--- src/rtl/pipeline_hazard.sv ---
// Hazard/forwarding control for the 5-stage pipeline: stall, flush and operand selects are combinational
// from decode inputs plus an EX/MEM/WB writer scoreboard; HAZARD_FWD_EN enables forwarding (else stall-only).
module pipeline_hazard #(
  parameter int FLUSH_CYCLES = 2
) (
  input  logic       clk,
  input  logic       rst,
  input  logic       id_valid,
  input  logic [1:0] id_rs_a,
  input  logic [1:0] id_rs_b,
  input  logic       id_use_a,
  input  logic       id_use_b,
  input  logic [1:0] id_ra,
  input  logic       id_reg_en,
  input  logic       id_load,
  input  logic       ex_taken,
  output logic       stall,
  output logic       flush,
  output logic [1:0] fwd_a_sel,
  output logic [1:0] fwd_b_sel
);

  typedef struct packed {
    logic       v;
    logic [1:0] rd;
    logic       load;
  } sb_entry_t;

  localparam logic [1:0] FLUSH_LOAD = 2'(FLUSH_CYCLES - 1);

  sb_entry_t  sb_ex, sb_mem, sb_wb;
  logic [1:0] cnt;
  logic       hit_ex_a, hit_mem_a, hit_wb_a;
  logic       hit_ex_b, hit_mem_b, hit_wb_b;
  logic       stall_raw;
  logic       sb_load_unused;

  function automatic logic src_hit(input logic rd_use, input logic [1:0] rs, input sb_entry_t e);
    return rd_use & e.v & (e.rd == rs);
  endfunction

  assign hit_ex_a  = id_valid & src_hit(id_use_a, id_rs_a, sb_ex);
  assign hit_mem_a = id_valid & src_hit(id_use_a, id_rs_a, sb_mem);
  assign hit_wb_a  = id_valid & src_hit(id_use_a, id_rs_a, sb_wb);
  assign hit_ex_b  = id_valid & src_hit(id_use_b, id_rs_b, sb_ex);
  assign hit_mem_b = id_valid & src_hit(id_use_b, id_rs_b, sb_mem);
  assign hit_wb_b  = id_valid & src_hit(id_use_b, id_rs_b, sb_wb);

  // The load flag only matters in EX; older copies travel along for visibility.
  assign sb_load_unused = sb_ex.load ^ sb_mem.load ^ sb_wb.load;

  always_comb begin
    flush     = ex_taken | (cnt != 2'd0);
    stall_raw = 1'b0;
    fwd_a_sel = 2'd0;
    fwd_b_sel = 2'd0;
`ifdef HAZARD_FWD_EN
    stall_raw = (hit_ex_a | hit_ex_b) & sb_ex.load;
    if (!flush) begin
      if (hit_ex_a)       fwd_a_sel = 2'd1;
      else if (hit_mem_a) fwd_a_sel = 2'd2;
      else if (hit_wb_a)  fwd_a_sel = 2'd3;
      if (hit_ex_b)       fwd_b_sel = 2'd1;
      else if (hit_mem_b) fwd_b_sel = 2'd2;
      else if (hit_wb_b)  fwd_b_sel = 2'd3;
    end
`else
    stall_raw = hit_ex_a | hit_mem_a | hit_wb_a | hit_ex_b | hit_mem_b | hit_wb_b;
`endif
    stall = stall_raw & ~flush;
  end

  always_ff @(posedge clk or posedge rst) begin
    if (rst) begin
      sb_ex  <= '0;
      sb_mem <= '0;
      sb_wb  <= '0;
      cnt    <= 2'd0;
    end else begin
      sb_wb  <= sb_mem;
      sb_mem <= sb_ex;
      // A held or killed instruction leaves a bubble behind it in EX.
      if (id_valid && id_reg_en && !stall && !flush)
        sb_ex <= '{v: 1'b1, rd: id_ra, load: id_load};
      else
        sb_ex <= '0;
      if (ex_taken)
        cnt <= FLUSH_LOAD;
      else if (cnt != 2'd0)
        cnt <= cnt - 2'd1;
    end
  end

endmodule

--- config.mk ---
export PLATFORM = sky130hd
export DESIGN_NAME = pipeline_hazard
export DESIGN_NICKNAME = d
export VERILOG_FILES = /design/src/rtl/pipeline_hazard.sv
export SDC_FILE = /design/constraint.sdc
export NUM_CORES = 1
export LEC_CHECK = 0
export ABC_CLOCK_PERIOD_IN_PS = 1850
export CELL_PAD_IN_SITES_DETAIL_PLACEMENT = 1
export CELL_PAD_IN_SITES_GLOBAL_PLACEMENT = 2
export CORE_ASPECT_RATIO = 1.1
export CORE_UTILIZATION = 25
export CTS_CLUSTER_DIAMETER = 200
export DETAILED_ROUTE_END_ITERATION = 16
export PLACE_DENSITY_LB_ADDON = 0.1
export SETUP_SLACK_MARGIN = 0.15
export SLEW_MARGIN = 5
export SYNTH_ARGS = -nofsm -noshare
export SYNTH_HDL_FRONTEND = slang
export SYNTH_SLANG_ARGS = --single-unit
--- constraint.sdc ---
create_clock -name clk -period 1.85 [get_ports clk]
set_input_delay 0.4625 -clock clk [delete_from_list [all_inputs] [get_ports clk]]
set_output_delay 0.4625 -clock clk [all_outputs]
set_load 0.005 [all_outputs]
Yosys cells after proc, flatten, opt, wreduce, memory -nomap -nowiden
Cells that the tools add are included.
Widths: inputs -> output; s select.
{"block": "op_classes", "n_addsub": 1, "eq_ne": 6, "muxes": 3, "n_bitwise": 26, "reduce_logical": 7}
{"cell": "$and 1x1->1", "count": 19}
{"cell": "$eq 2x2->1", "count": 6}
{"cell": "$or 1x1->1", "count": 6}
{"cell": "$mux 2", "count": 2}
{"cell": "$mux 4", "count": 1}
{"cell": "$reduce_bool 2->1", "count": 2}
{"cell": "$logic_and 1x1->1", "count": 3}
{"cell": "$logic_not 1->1", "count": 2}
{"cell": "$sub 2x1->2 const B", "count": 1}
{"cell": "$not 1->1", "count": 1}
{"block": "totals", "reg_bits": 11, "input_bits": 14, "output_inout_bits": 6, "wordCells": 50}

Logic depth before layout (Yosys ltp)
{"block": "logic_depth", "ltp_word": 13, "mapped_depth": 6, "ltp_nobuf": 6}

Worst setup path after synthesis
OpenSTA, ideal clock, no wires.
{"block": "synth_path", "path_type": "input-to-output", "from": "input id_rs_b[0]", "to": "output stall", "t_arrival_ns": 1.049, "required_time_ns": 1.387, "slack_ns": 0.338, "path_stages": 4, "path_buffers": 0, "path_cell_list": "xnor2_1 > nand3_1 > a21boi_1 > o21a_1"}
{"block": "synth_between", "elab_chain_len": 7, "elab_cells_between_ends": 13, "classes_between": "eq/ne: 3; bitwise: 10"}
{"element": "start, declared", "line_no": "10", "source": "input logic [1:0] id_rs_b,"}
{"element": "$eq 2x2->1", "line_no": "39", "source": "return rd_use & e.v & (e.rd == rs);"}
{"element": "$and 1x1->1", "line_no": "39"}
{"element": "$and 1x1->1", "line_no": "45", "source": "assign hit_ex_b = id_valid & src_hit(id_use_b, id_rs_b, sb_ex);"}
{"element": "$or 1x1->1 (2 in series)", "line_no": "68", "source": "stall_raw = hit_ex_a | hit_mem_a | hit_wb_a | hit_ex_b | hit_mem_b | hit_wb_b;"}
{"element": "$or 1x1->1 (*)", "line_no": "68"}
{"element": "$and 1x1->1 (*)", "line_no": "70", "source": "stall = stall_raw & ~flush;"}
{"element": "end, declared", "line_no": "17", "source": "output logic stall,"}
Every way passes the cells marked *; elsewhere a longest branch is shown, timed or not.

Final worst setup path
{"block": "layout_path", "from": "register sb_mem[2] (netlist bit)", "to": "output stall"}
{"block": "layout_between", "elab_chain_len": 9, "elab_cells_between_ends": 12, "classes_between": "eq/ne: 2; bitwise: 10"}
{"element": "start, declared", "line_no": "31", "source": "sb_entry_t sb_ex, sb_mem, sb_wb;"}
{"element": "start signal, assigned", "line_no": "76", "source": "sb_mem <= '0;"}
{"element": "start signal, assigned", "line_no": "81", "source": "sb_mem <= sb_ex;"}
{"element": "$eq 2x2->1", "line_no": "39"}
{"element": "$and 1x1->1", "line_no": "39"}
{"element": "$and 1x1->1", "line_no": "43", "source": "assign hit_mem_a = id_valid & src_hit(id_use_a, id_rs_a, sb_mem);"}
{"element": "$or 1x1->1 (3 in series)", "line_no": "68"}
{"element": "$or 1x1->1 (*) (2 in series)", "line_no": "68"}
{"element": "$and 1x1->1 (*)", "line_no": "70"}
Marks and branches as above.

==> flow_summary_export.csv <==
group,metric,value,unit
setup_path,path_class,"reg2out",
synth,synth_top_family_by_area,"XOR/XNOR gates",
clock_network,cts_buffers,3,
synth,postSynthCellCount,55,
min_path,hp-class,"reg2reg",
timing,setup_violations,0,
detailed_routing,vias,461,
setup_path,critPathCaptureType,"output port",
grt,antenna_found_initial,0,
final_layout,design_area,818,um^2
setup_path,cp_max_fo,3,
synth,synthSimpleGateAreaFrac,0.175,
grt,gr-total-overflow,0,
timing,finalHoldViolations,0,
setup_path,reg2reg_to,"sb_ex[1]$_DFF_PP0_",
setup_path,crit_required,1.39,ns
final_layout,diodes,0,
pwr,cellPowerDensity,861,mW/mm^2
detailed_routing,drtIter0Drc,2,
placement,dp_hpwl,960,um
floorplanning,dieWidth,47.6,um
synth,ys_seq_area_frac,0.482,
final_layout,seqCellArea,275,um^2
synth,yosys.area_share.adder,0.0219,
synth,yosysWarnings,0,
final_layout,multiInputGateArea,295,um^2
flow_run,cap_violations,0,
pwr,power,0.000705,W
timing,period_needed,1.83,ns
floorplanning,die-area,0.00248,mm^2
floorplanning,start_util,0.274,
pwr,seq_power_share,0.411,
grt,grt_max_degree,12,
clock_network,clk_path_buf_depth,2,
detailed_routing,dr.pass1.iters,4,
final_layout,nets,95,
setup_path,critPathLaunch,"sb_mem[2]$_DFF_PP0_",
pwr,comb_power_share,0.357,
grt,grt_pass1_wl,2040,um
final_layout,fillers,261,
setup_path,crit_arrival,1.37,ns
clock_network,htree_levels,1,
timing,setup_slack,0.0182,ns
timing,fmax,546,MHz
placement,post_dp_cell_area,779,um^2
grt,gr-usage-all-layers,0.121,
timing,drv_slew,0,
clock_network,clock_latency,0.27,ns
timing,rsz0062_at_grt,"true",
clock_network,cts_tree,"yes",
clock_network,path_clk_slew,0.07,ns
final_layout,final_cell_mix,"xnor2_1 (11), dfrtp_1 (11), buf_4 (7)",
floorplanning,die_h,52.1,um
detailed_routing,routed_wl,1190,um
timing,fin_crit_sh,0.990,
synth,yosys.area_share.xor_xnor,0.200,
clock_network,postCtsSetupRepairBufs,0,
pwr,p_leak,0.363,nW
final_layout,drive_gt1_frac,0.304,
clock_network,cts_root_buf,"clkbuf_4",
pwr,p_sw,0.000210,W
pwr,p_int,0.000495,W
synth,ys_ff_latch,11,
floorplanning,coreArea,0.00208,mm^2
grt,grt_pass1_vias,477,
pwr,netSwitchingFraction,0.298,
detailed_routing,wl_per_cell,11.1,um
run_status,status,"finished, final reports clean",
synth,synthMuxAreaShare,0,
timing,skew,0.00342,ns
setup_path,critPathLaunchType,"register",
pwr,pwr-share-clk,0.231,
floorplanning,io_pins,20,
clock_network,cts_sinks,11,
pwr,irDropWorstVdd,398,uV
setup_path,r2r_setup_slack,0.64,ns
detailed_routing,viasPerCell,4.31,
detailed_routing,ant_nets,0,
final_layout,syn_to_final_growth,43.4,%
detailed_routing,drc,0,
synth,yosysUniqueCellTypes,17,
floorplanning,row_count,17,
synth,synth_area,571,um^2
setup_path,reg2reg_depth,5,
synth,syn_avg_cell_area,10.4,um^2
synth,synth_compound_area_frac,0.0351,
setup_path,endpoint,"stall",
placement,numPortBuffers,14,
placement,place_congestion,0.700,
placement,pre_cts_slack,-0.760,ns
setup_path,reg2reg_from,"sb_mem[2]$_DFF_PP0_",
==> through the flow <==
| stage | utilization | setup TNS [ns] | hold WS, ns | cells |
|---|---|---|---|---|
| CTS | 0.388 | 0 | 0.413 | 107 |
| global placement | 0.374 | -0.993 | 0.393 | 103 |
| floorplan | - | 0 | 0.315 | 58 |
| global route | 0.393 | -0.0834 | 0.433 | 107 |
| finish | 0.393 | 0 | 0.409 | 107 |
| detailed placement | 0.374 | -1.04 | 0.402 | 103 |
==> area by class of cell <==
type,count,share of cell area
Inverter,4,0.0183
Clock buffer,4,0.0321
Multi-Input combinational cell,39,0.361
Sequential cell,11,0.336
Timing Repair Buffer,21,0.209
Tap cell,28,0.0428
==> power by group through the flow <==
stage	registers (W)	logic, W	clock network (W)
4_1_cts	0.000287	0.000235	0.000170
5_1_grt	0.000295	0.000287	0.000180
3_3_place_gp	0.000291	0.000214	0
2_1_floorplan	0.000289	0.000115	0
3_5_place_dp	0.000292	0.000224	0
6_report	0.000290	0.000252	0.000163
==> cells by family (layout without fill, tap and decap cells) <==
| logic type | Yosys count | count (layout) |
|---|---|---|
| AO/OA/AOI/OAI | 3 | 3 |
| XOR/XNOR | 13 | 13 |
| adder cells (fa/ha/maj) | 1 | 1 |
| buffers and inverters | 8 | 29 |
| flip-flops | 11 | 11 |
| other | 1 | 4 |
| AND/OR/NAND/NOR | 18 | 18 |
==> worst max-delay path: stages (launching register included) <==
cell      delay [ns]
dfrtp_1         0.43
xnor2_2         0.16
nand3_1         0.11
a21boi_2        0.16
o21a_1          0.13
buf_2           0.10
==> flip-flops by register name (all words and copies together), names as in the netlist <==
name	flops
sb_ex	3
sb_wb	3
sb_mem	3
cnt	2
==> what timing repair did <==
action	CTS	global route
hold buffers	0	0
pin swaps	18	1
setup endpoints to repair	2	2
cloned	0	0
gates resized for setup	30	3
==> Yosys cell counts (all sizes together) <==
cell type / instances / area share
nor3: 3 / 0.026
ha: 1 / 0.022
xor2: 1 / 0.015
buf: 4 / 0.053
nand3: 4 / 0.035
dfrtp: 11 / 0.48
inv: 4 / 0.026
nand2b: 2 / 0.022
xnor2: 12 / 0.18
a21oi: 1 / 0.0088
nor2: 3 / 0.020
nand4: 5 / 0.066
nand2: 1 / 0.0066
conb: 1 / 0.0066
o21a: 1 / 0.013
a21boi: 1 / 0.013
==> layer usage <==
metal	vias to the layer above	GRT usage	wire length (um)
li1	222	-	-
met2	16	0.187	578
met1	219	0.152	534
met3	4	0.0243	48
met4	0	0.0694	27
met5	-	0	0
==> worst min-delay path by stage <==
stage | startpoint | to | depth (start not counted)
final | sb_ex[3]$_DFF_PP0_ | sb_mem[3]$_DFF_PP0_ | 0
after floorplan | rst | cnt[0]$_DFFE_PP0N_ | 1
after detailed placement | sb_mem[3]$_DFF_PP0_ | sb_wb[3]$_DFF_PP0_ | 0
after global placement | sb_ex[3]$_DFF_PP0_ | sb_mem[3]$_DFF_PP0_ | 0
after global routing | sb_ex[3]$_DFF_PP0_ | sb_mem[3]$_DFF_PP0_ | 0
after CTS | sb_ex[3]$_DFF_PP0_ | sb_mem[3]$_DFF_PP0_ | 0
(Power assumes the default switching activity.)
